## src/rtl/regfile_wb_arbiter.sv

```systemverilog
// rtl/regfile_wb_arbiter.sv - write-back arbiter for the register file's single write port
module regfile_wb_arbiter #(
    parameter int DEPTH        = 2,
    parameter int STARVE_LIMIT = 4
) (
    input  logic                     clk,
    input  logic                     rst,
    input  logic                     alu_valid,
    output logic                     alu_ready,
    input  logic [4:0]               alu_reg,
    input  logic [31:0]              alu_data,
    input  logic                     mem_valid,
    output logic                     mem_ready,
    input  logic [4:0]               mem_reg,
    input  logic [31:0]              mem_data,
    output logic [4:0]               reg_write,
    output logic                     regwrite_con,
    output logic [31:0]              write_data,
    input  logic [4:0]               rd_reg1,
    input  logic [4:0]               rd_reg2,
    output logic                     pending1,
    output logic                     pending2,
    output logic [$clog2(DEPTH):0]   buf_count
);
    localparam int PW = $clog2(DEPTH);
    localparam int CW = PW + 1;
    localparam int SW = $clog2(STARVE_LIMIT + 1);

    logic [4:0]    buf_reg_q  [DEPTH];
    logic [31:0]   buf_data_q [DEPTH];
    logic [PW-1:0] head_q, head_d, tail_q, tail_d;
    logic [CW-1:0] count_q, count_d;
    logic [SW-1:0] starve_q, starve_d;
    logic [4:0]    reg_write_q, reg_write_d;
    logic          regwrite_con_q, regwrite_con_d;
    logic [31:0]   write_data_q, write_data_d;

    logic empty, full, starve_hit, alu_take, mem_take;
    logic grant_buf, grant_mem, bypass, enq;
    logic [PW-1:0] idx;
    logic hit1, hit2;

    assign empty      = (count_q == '0);
    assign full       = (count_q == CW'(DEPTH));
    assign starve_hit = !empty && (starve_q == SW'(STARVE_LIMIT));
    assign alu_ready  = !rst && !full;
    assign mem_ready  = !rst && !(starve_hit && (mem_reg != 5'd0));
    // Register-0 requests are accepted but never take the slot or a buffer entry.
    assign alu_take   = alu_valid && alu_ready && (alu_reg != 5'd0);
    assign mem_take   = mem_valid && mem_ready && (mem_reg != 5'd0);

    always_comb begin
        grant_buf = 1'b0;
        grant_mem = 1'b0;
        bypass    = 1'b0;
        if (starve_hit)     grant_buf = 1'b1;
        else if (mem_take)  grant_mem = 1'b1;
        else if (!empty)    grant_buf = 1'b1;
        else if (alu_take)  bypass    = 1'b1;
    end

    assign enq = alu_take && !bypass;

    always_comb begin
        head_d         = grant_buf ? head_q + PW'(1) : head_q;
        tail_d         = enq ? tail_q + PW'(1) : tail_q;
        count_d        = count_q + CW'(enq) - CW'(grant_buf);
        starve_d       = starve_q;
        if (grant_buf || empty)
            starve_d = '0;
        else if (grant_mem && (starve_q != SW'(STARVE_LIMIT)))
            starve_d = starve_q + SW'(1);
        regwrite_con_d = grant_buf || grant_mem || bypass;
        reg_write_d    = reg_write_q;
        write_data_d   = write_data_q;
        if (grant_buf) begin
            reg_write_d  = buf_reg_q[head_q];
            write_data_d = buf_data_q[head_q];
        end else if (grant_mem) begin
            reg_write_d  = mem_reg;
            write_data_d = mem_data;
        end else if (bypass) begin
            reg_write_d  = alu_reg;
            write_data_d = alu_data;
        end
    end

    always_ff @(posedge clk or posedge rst) begin
        if (rst) begin
            head_q         <= '0;
            tail_q         <= '0;
            count_q        <= '0;
            starve_q       <= '0;
            reg_write_q    <= '0;
            regwrite_con_q <= 1'b0;
            write_data_q   <= '0;
        end else begin
            head_q         <= head_d;
            tail_q         <= tail_d;
            count_q        <= count_d;
            starve_q       <= starve_d;
            reg_write_q    <= reg_write_d;
            regwrite_con_q <= regwrite_con_d;
            write_data_q   <= write_data_d;
        end
    end

    always_ff @(posedge clk) begin
        if (enq) begin
            buf_reg_q[tail_q]  <= alu_reg;
            buf_data_q[tail_q] <= alu_data;
        end
    end

    // Lookup uses pre-edge contents, so a head being dequeued still reports pending.
    always_comb begin
        hit1 = 1'b0;
        hit2 = 1'b0;
        idx  = '0;
        for (int i = 0; i < DEPTH; i++) begin
            idx = head_q + PW'(i);
            if (CW'(i) < count_q) begin
                if (buf_reg_q[idx] == rd_reg1) hit1 = 1'b1;
                if (buf_reg_q[idx] == rd_reg2) hit2 = 1'b1;
            end
        end
    end

    assign pending1     = hit1 && (rd_reg1 != 5'd0);
    assign pending2     = hit2 && (rd_reg2 != 5'd0);
    assign buf_count    = count_q;
    assign reg_write    = reg_write_q;
    assign regwrite_con = regwrite_con_q;
    assign write_data   = write_data_q;
endmodule

```

## config.mk

```make
export PLATFORM = sky130hd
export DESIGN_NAME = regfile_wb_arbiter
export DESIGN_NICKNAME = d
export VERILOG_FILES = /design/src/rtl/regfile_wb_arbiter.sv
export SDC_FILE = /design/constraint.sdc
export NUM_CORES = 1
export LEC_CHECK = 0
export CAP_MARGIN = 40
export CELL_PAD_IN_SITES_DETAIL_PLACEMENT = 1
export CELL_PAD_IN_SITES_GLOBAL_PLACEMENT = 2
export CORE_MARGIN = 1
export CORE_UTILIZATION = 30
export CTS_CLUSTER_DIAMETER = 40
export CTS_CLUSTER_SIZE = 10
export DETAILED_ROUTE_END_ITERATION = 6
export PLACE_DENSITY = 0.87
export SLEW_MARGIN = 20
export SYNTH_ARGS = -nofsm -noshare
export SYNTH_HDL_FRONTEND = slang
export SYNTH_SLANG_ARGS = --single-unit
```

## constraint.sdc

```tcl
create_clock -name clk -period 3.2 [get_ports clk]
set_input_delay 0.96 -clock clk [delete_from_list [all_inputs] [get_ports clk]]
set_output_delay 0.96 -clock clk [all_outputs]
set_load 0.05 [all_outputs]
```

==> results of run 1 <==
-- layout make-up --
| type | count | area, um2 |
|---|---|---|
| fillers | 1845 | 9860 |
| flip-flops and latches | 119 | 3350 |
| multi-input cells | 256 | 2160 |
| repair buffers | 176 | 1770 |
| clock buffers | 22 | 454 |
| well taps | 229 | 287 |
| clock inverters | 7 | 57.6 |
| inverters | 5 | 22.5 |
-- metal layers --
| layer | GRT usage | share of wire |
|---|---|---|
| met1 | 0.202 | 0.43 |
| met2 | 0.300 | 0.52 |
| met3 | 0.0445 | 0.039 |
| met4 | 0.0568 | 0.011 |
| met5 | 0 | 0 |
-- critical path, cell delays in order (launching register included) --
cell and delay [ps]:
dfrtp_2 410, buf_12 150, buf_12 130, mux2_4 330
xor2_1 150, or4_4 430, o41ai_4 80, buf_12 180
-- cells in the final DEF, fill, tap and decap left out, types with 13 or more instances in the layout --
cell type	instances
clkdlybuf4s50_1	113
edfxtp_1	74
dfrtp_1	44
buf_4	38
nor2_1	35
mux2i_1	35
nor2b_1	32
a211oi_1	31
a221oi_1	20
clkbuf_16	17
xor2_1	13
-- per-stage QoR --
step	power [mW]	setup TNS, ps	area [um2]	worst slack (ps)
after floorplan	4.60	-3480	5560	-94.2
after global placement	5.70	-4630	7380	-301
after detailed placement	5.84	-4730	7410	-338
after CTS	7.71	-49.2	8060	-49.2
after global routing	8.04	-165	8100	-107
final	7.65	-43.8	8100	-37.0
-- flip-flops by register name, summed over array words and instances, names as in the netlist --
signal        cells
buf_count         2
buf_data_q       64
buf_reg_q        10
head_q            1
reg_write         5
regwrite_con      1
starve_q          3
tail_q            1
write_data       32
-- power by group through the flow --
| stage | clock [mW] | sequential (mW) | combinational [mW] |
|---|---|---|---|
| CTS | 1.72 | 2.30 | 3.69 |
| global route | 1.79 | 2.34 | 3.92 |
| detailed placement | 0 | 2.34 | 3.51 |
| floorplan | 0 | 3.16 | 1.44 |
| global placement | 0 | 2.31 | 3.39 |
| finish | 1.68 | 2.30 | 3.67 |
-- Yosys cell counts (2+ instances only) --
library cell,number
dfrtp_1,45
ha_1,4
or4_1,3
o41ai_1,2
a21oi_1,2
clkbuf_1,9
a221oi_2,11
nor2b_1,32
o21ai_0,9
nand2_1,2
mux2_2,2
a2bb2oi_2,5
o21a_1,2
o211ai_1,2
edfxtp_1,74
buf_6,5
xor2_1,13
nor2_1,40
a211oi_1,31
xnor2_1,10
buf_2,14
a221oi_1,20
inv_1,5
o21ai_1,5
nand4_1,3
mux2i_1,41
nor3_1,5
-- cells by family after synthesis --
kind of cell	Yosys count	share of synthesized area
compound gates	92	0.146
xor+xnor	23	0.0366
fa+ha+maj	4	0.00909
buf+inv	33	0.0325
flops	119	0.608
mux	43	0.0786
simple gates	94	0.0890
-- worst paths after layout --
check / start / end / slack (ps) / depth (start not counted)
hold / removal: reg_write[0] / reg_write[0] / 510 / 1
min in group asynchronous: rst / reg_write[0] / 1310 / 4
setup / recovery: head_q / pending1 / -40 / 7
setup reg to reg: buf_count[1] / buf_count[1] / 740 / 10
hold reg to reg: reg_write[0] / reg_write[0] / 510 / 1
max in group asynchronous: rst / head_q / 1420 / 4
-- what timing repair did --
item | CTS | global route
gates resized for setup | 34 | 5
pin swaps | 15 | 6
buffers inserted | 5 | 2
cloned | 0 | 0
endpoints found under the setup margin | 3 | 3
==> flow_summary.ini, run 1 <==
[global_route]
grt_pass1_vias = 4498
overflow = 0
grt_max_degree = 50
antenna_found_initial = 0
grt_use_total = 0.171
grt_pass1_wl_mm = 24.0

[cts]
clock_path_buffers = 2
htree_levels = 4
cts_tree = yes
clk_pin_slew_ps = 50
cts_root_buffer = clkbuf_16
clock_latency_ps = 410
holdBufCountCts = 0
cts.sinks = 119
numCtsBuffers = 17

[drt]
viasPerCell = 4.99
route.detailed.drc = 0
ant_nets = 0
via_count = 4062
avgRoutedWirePerCell_um = 18.8
first_iter_violations = 130
drtPass1Iterations = 4
drt-total-wl_mm = 15.3

[critical_path]
required_ps = 2240
crit_path_start_kind = register
end_kind = output pin
critPathKind = register to output pin
cp_max_fo = 8
worstPathArrival_ps = 2280

[pwr]
max-vdd-ir-drop_mv = 0.442
switchingPower_mw = 3.07
clockPowerShare = 0.220
p_sw_frac = 0.401
p_comb_frac = 0.480
internal_power_mw = 4.58
powerDensity_nw_per_um2 = 944
leakage_nw = 3.01
seqPwrFrac = 0.300

[sta]
setup_viol = 2
slew_headroom = 0.543
worstMarginPinSlew_ps = 686
drv_slew = 0
hold_viol = 0
period_needed_ps = 3240
fin_crit_sh = 1.01
fin_hold_ws_ps = 515
fin_skew_ps = 8.35
rsz0062_at_grt = yes
setup_slack_ps = -37.0
max_freq_mhz = 309

[synthesis]
ys_seq_elements = 119
syn_area_um2 = 5510
syn_area_per_cell_um2 = 13.5
yosysSeqAreaShare = 0.608
synth.distinct_cells = 39
syn-num-nets = 500
yosys.area.top_type = edfxtp_1
syn_inst = 408
ys.flop_type = edfxtp_1
synth_edf_count = 74
ys_warn_count = 0
ys_top_cells_by_area = edfxtp_1 40%, dfrtp_1 20%, mux2i_1 7.4%
synth-async-reset-ratio = 0.378
netlist.area_leader.share = 0.403

[floorplanning]
num_io_pins = 132
die-area_um2 = 18900
start_util = 0.307
core_area_um2 = 18000
die_h_um = 138
fp-row-count = 49
die_x_um = 138

[run]
cap_violations = 0

[place]
dp.cells = 778
place.gp.congestion = 0.767
dp_hpwl_mm = 10.6
port_buffers = 131

[layout]
final_net_count = 667
drive_gt1_frac = 0.198
layoutNonFillerInstCount = 814
diodes = 0
fin_util = 0.451
areaGrowthSynthToFinish_pct = 47.1

[run_status]
failed_checks = negative setup slack
status = complete, but fails checks

[hold_path]
hold_class = register to register
(Power assumes the default switching activity.)
==> run 2, diff against run 1 <==
CORE_UTILIZATION = 38   (was 30)
DONT_BUFFER_PORTS = 1   (was not set)
PLACE_DENSITY = 0.86   (was 0.87)
==> run 2 against run 1 <==
The run still ends with negative setup slack left; cell count decreased by 23%; critical path depth decreased by 1; cell area decreased by 18%; clock skew about the same; sequential share of layout area increased by 9.0 points; register-to-register slack improved by 80 ps; global-route usage increased by 2.0 points; core utilization increased by 2.5 points; critical endpoint unchanged.
==> flow_summary.ini, run 2 (synthesized netlist as in run 1, its figures left out) <==
[floorplanning]
num_io_pins = 132
die_h_um = 122
start_util = 0.394
die_x_um = 122
core_area_um2 = 14000
die-area_um2 = 15000
fp-row-count = 43

[critical_path]
cpPeakStageDelay_ps = 500
worst-path-buf-inv = 2
required_ps = 2240
crit_path_start_kind = register
cp_max_fo = 5
worstPathArrival_ps = 2270
critPathSlowestCell = or4_4
crit_family = simple AND/OR/NAND/NOR gates
end_kind = output pin
critPathKind = register to output pin
path_cells = clkbuf_16 > mux2_4 > xor2_1 > or4_4 > o41ai_4 > buf_12

[hold_path]
hold_class = register to register

[layout]
layoutNonFillerInstCount = 623
layout_commonest_cell = edfxtp_1
design_area_um2 = 6660
final_net_count = 522
largest_reg_flops = 64
drive_gt1_frac = 0.223
final_cell_mix = 74 x edfxtp_1, 44 x dfrtp_1, 37 x nor2_1
regMostFlops = buf_data_q
diodes = 0
areaGrowthSynthToFinish_pct = 20.9

[drt]
drt-total-wl_mm = 13.6
ant_nets = 0
avgRoutedWirePerCell_um = 21.8
viasPerCell = 5.60
drtPass1Iterations = 4
wl_met2_mm = 6.78
m1WireLength_mm = 5.55
route.detailed.drc = 0
first_iter_violations = 130
wl_met3_um = 994
via_count = 3487
routed.top_layer = met4

[sta]
fin_hold_ws_ps = 481
rsz0062_at_grt = yes
worstMarginPinSlew_ps = 678
fin_crit_sh = 1.01
period_needed_ps = 3230
setup_slack_ps = -25.6
fin_skew_ps = 8.34
hold_viol = 0
max_freq_mhz = 310
slew_headroom = 0.548
drv_slew = 0
setup_viol = 1

[place]
dp.cells = 586
dp_hpwl_mm = 9.31
place_area_um2 = 5880
port_buffers = 0
place_ws_ps = 111
place.gp.congestion = 0.843

[pwr]
power_mw = 7.27
max-vdd-ir-drop_mv = 0.585
leakage_nw = 2.43
powerDensity_nw_per_um2 = 1090

[cts]
htree_levels = 4
cts.sinks = 119
clock_latency_ps = 410
numCtsBuffers = 17
clk_pin_slew_ps = 50
cts_root_buffer = clkbuf_16
clock_path_buffers = 2
cts_tree = yes

[global_route]
antenna_found_initial = 0
grt_pass1_wl_mm = 21.1
grt_use_total = 0.191
grt_max_degree = 65
grt_pass1_vias = 3888
overflow = 0

[run_status]
failed_checks = negative setup slack
status = complete, but fails checks

[run]
cap_violations = 0
==> run 2: metrics by stage <==
| stage | utilization | TNS (ps) |
|---|---|---|
| floorplan | - | -3480 |
| global placement | 0.417 | 0 |
| detailed placement | 0.420 | 0 |
| CTS | 0.471 | -22.6 |
| global route | 0.476 | -60.5 |
| finish | 0.476 | -25.6 |
==> run 2: path summary, 6_finish.rpt <==
check,from,end,slack [ps],cells past startpoint
worst min register to register,starve_q[0],starve_q[0],480,1
worst min-delay path,starve_q[0],starve_q[0],480,1
worst max register to register,buf_count[1],write_data[23],820,6
worst max-delay path,head_q,pending1,-30,6
max in group asynchronous,rst,write_data[13],2300,2
min in group asynchronous,rst,buf_count[0],540,2
==> run 2: worst reg2reg max path: stages, from the launching register on <==
cell and delay, ps:
dfrtp_1 510, o211ai_1 390, o2111ai_4 190, buf_4 290, and2_2 290, buf_4 240, a221oi_1 360
==> run 2: area by class of cell <==
cell class                 count  area [um2]
clock inverter                10         149
sequential                   119        3350
clock buffer                  22         475
multi-input combinational    256        2130
inverter                       5        22.5
tap                          180         225
timing repair buffer          31         304
fill                        1412        7330
==> run 2: per-layer routing <==
metal	GRT usage	vias up
met1	0.226	1744
met2	0.318	114
met3	0.0660	23
met5	0	-
li1	-	1606
met4	0.0762	0
==> run 2: report_power, final <==
group          leakage [nW]  switching (mW)  internal, mW
clock network         0.310           0.641          1.36
registers              1.19            1.16          2.03
logic                 0.928            1.15         0.934
==> run 2: what timing repair did <==
action	in CTS	in global routing
gates resized for setup	10	6
hold buffers	0	0
cloned	0	1
setup endpoints to repair	1	2
setup buffers	3	1
pin swaps	1	6
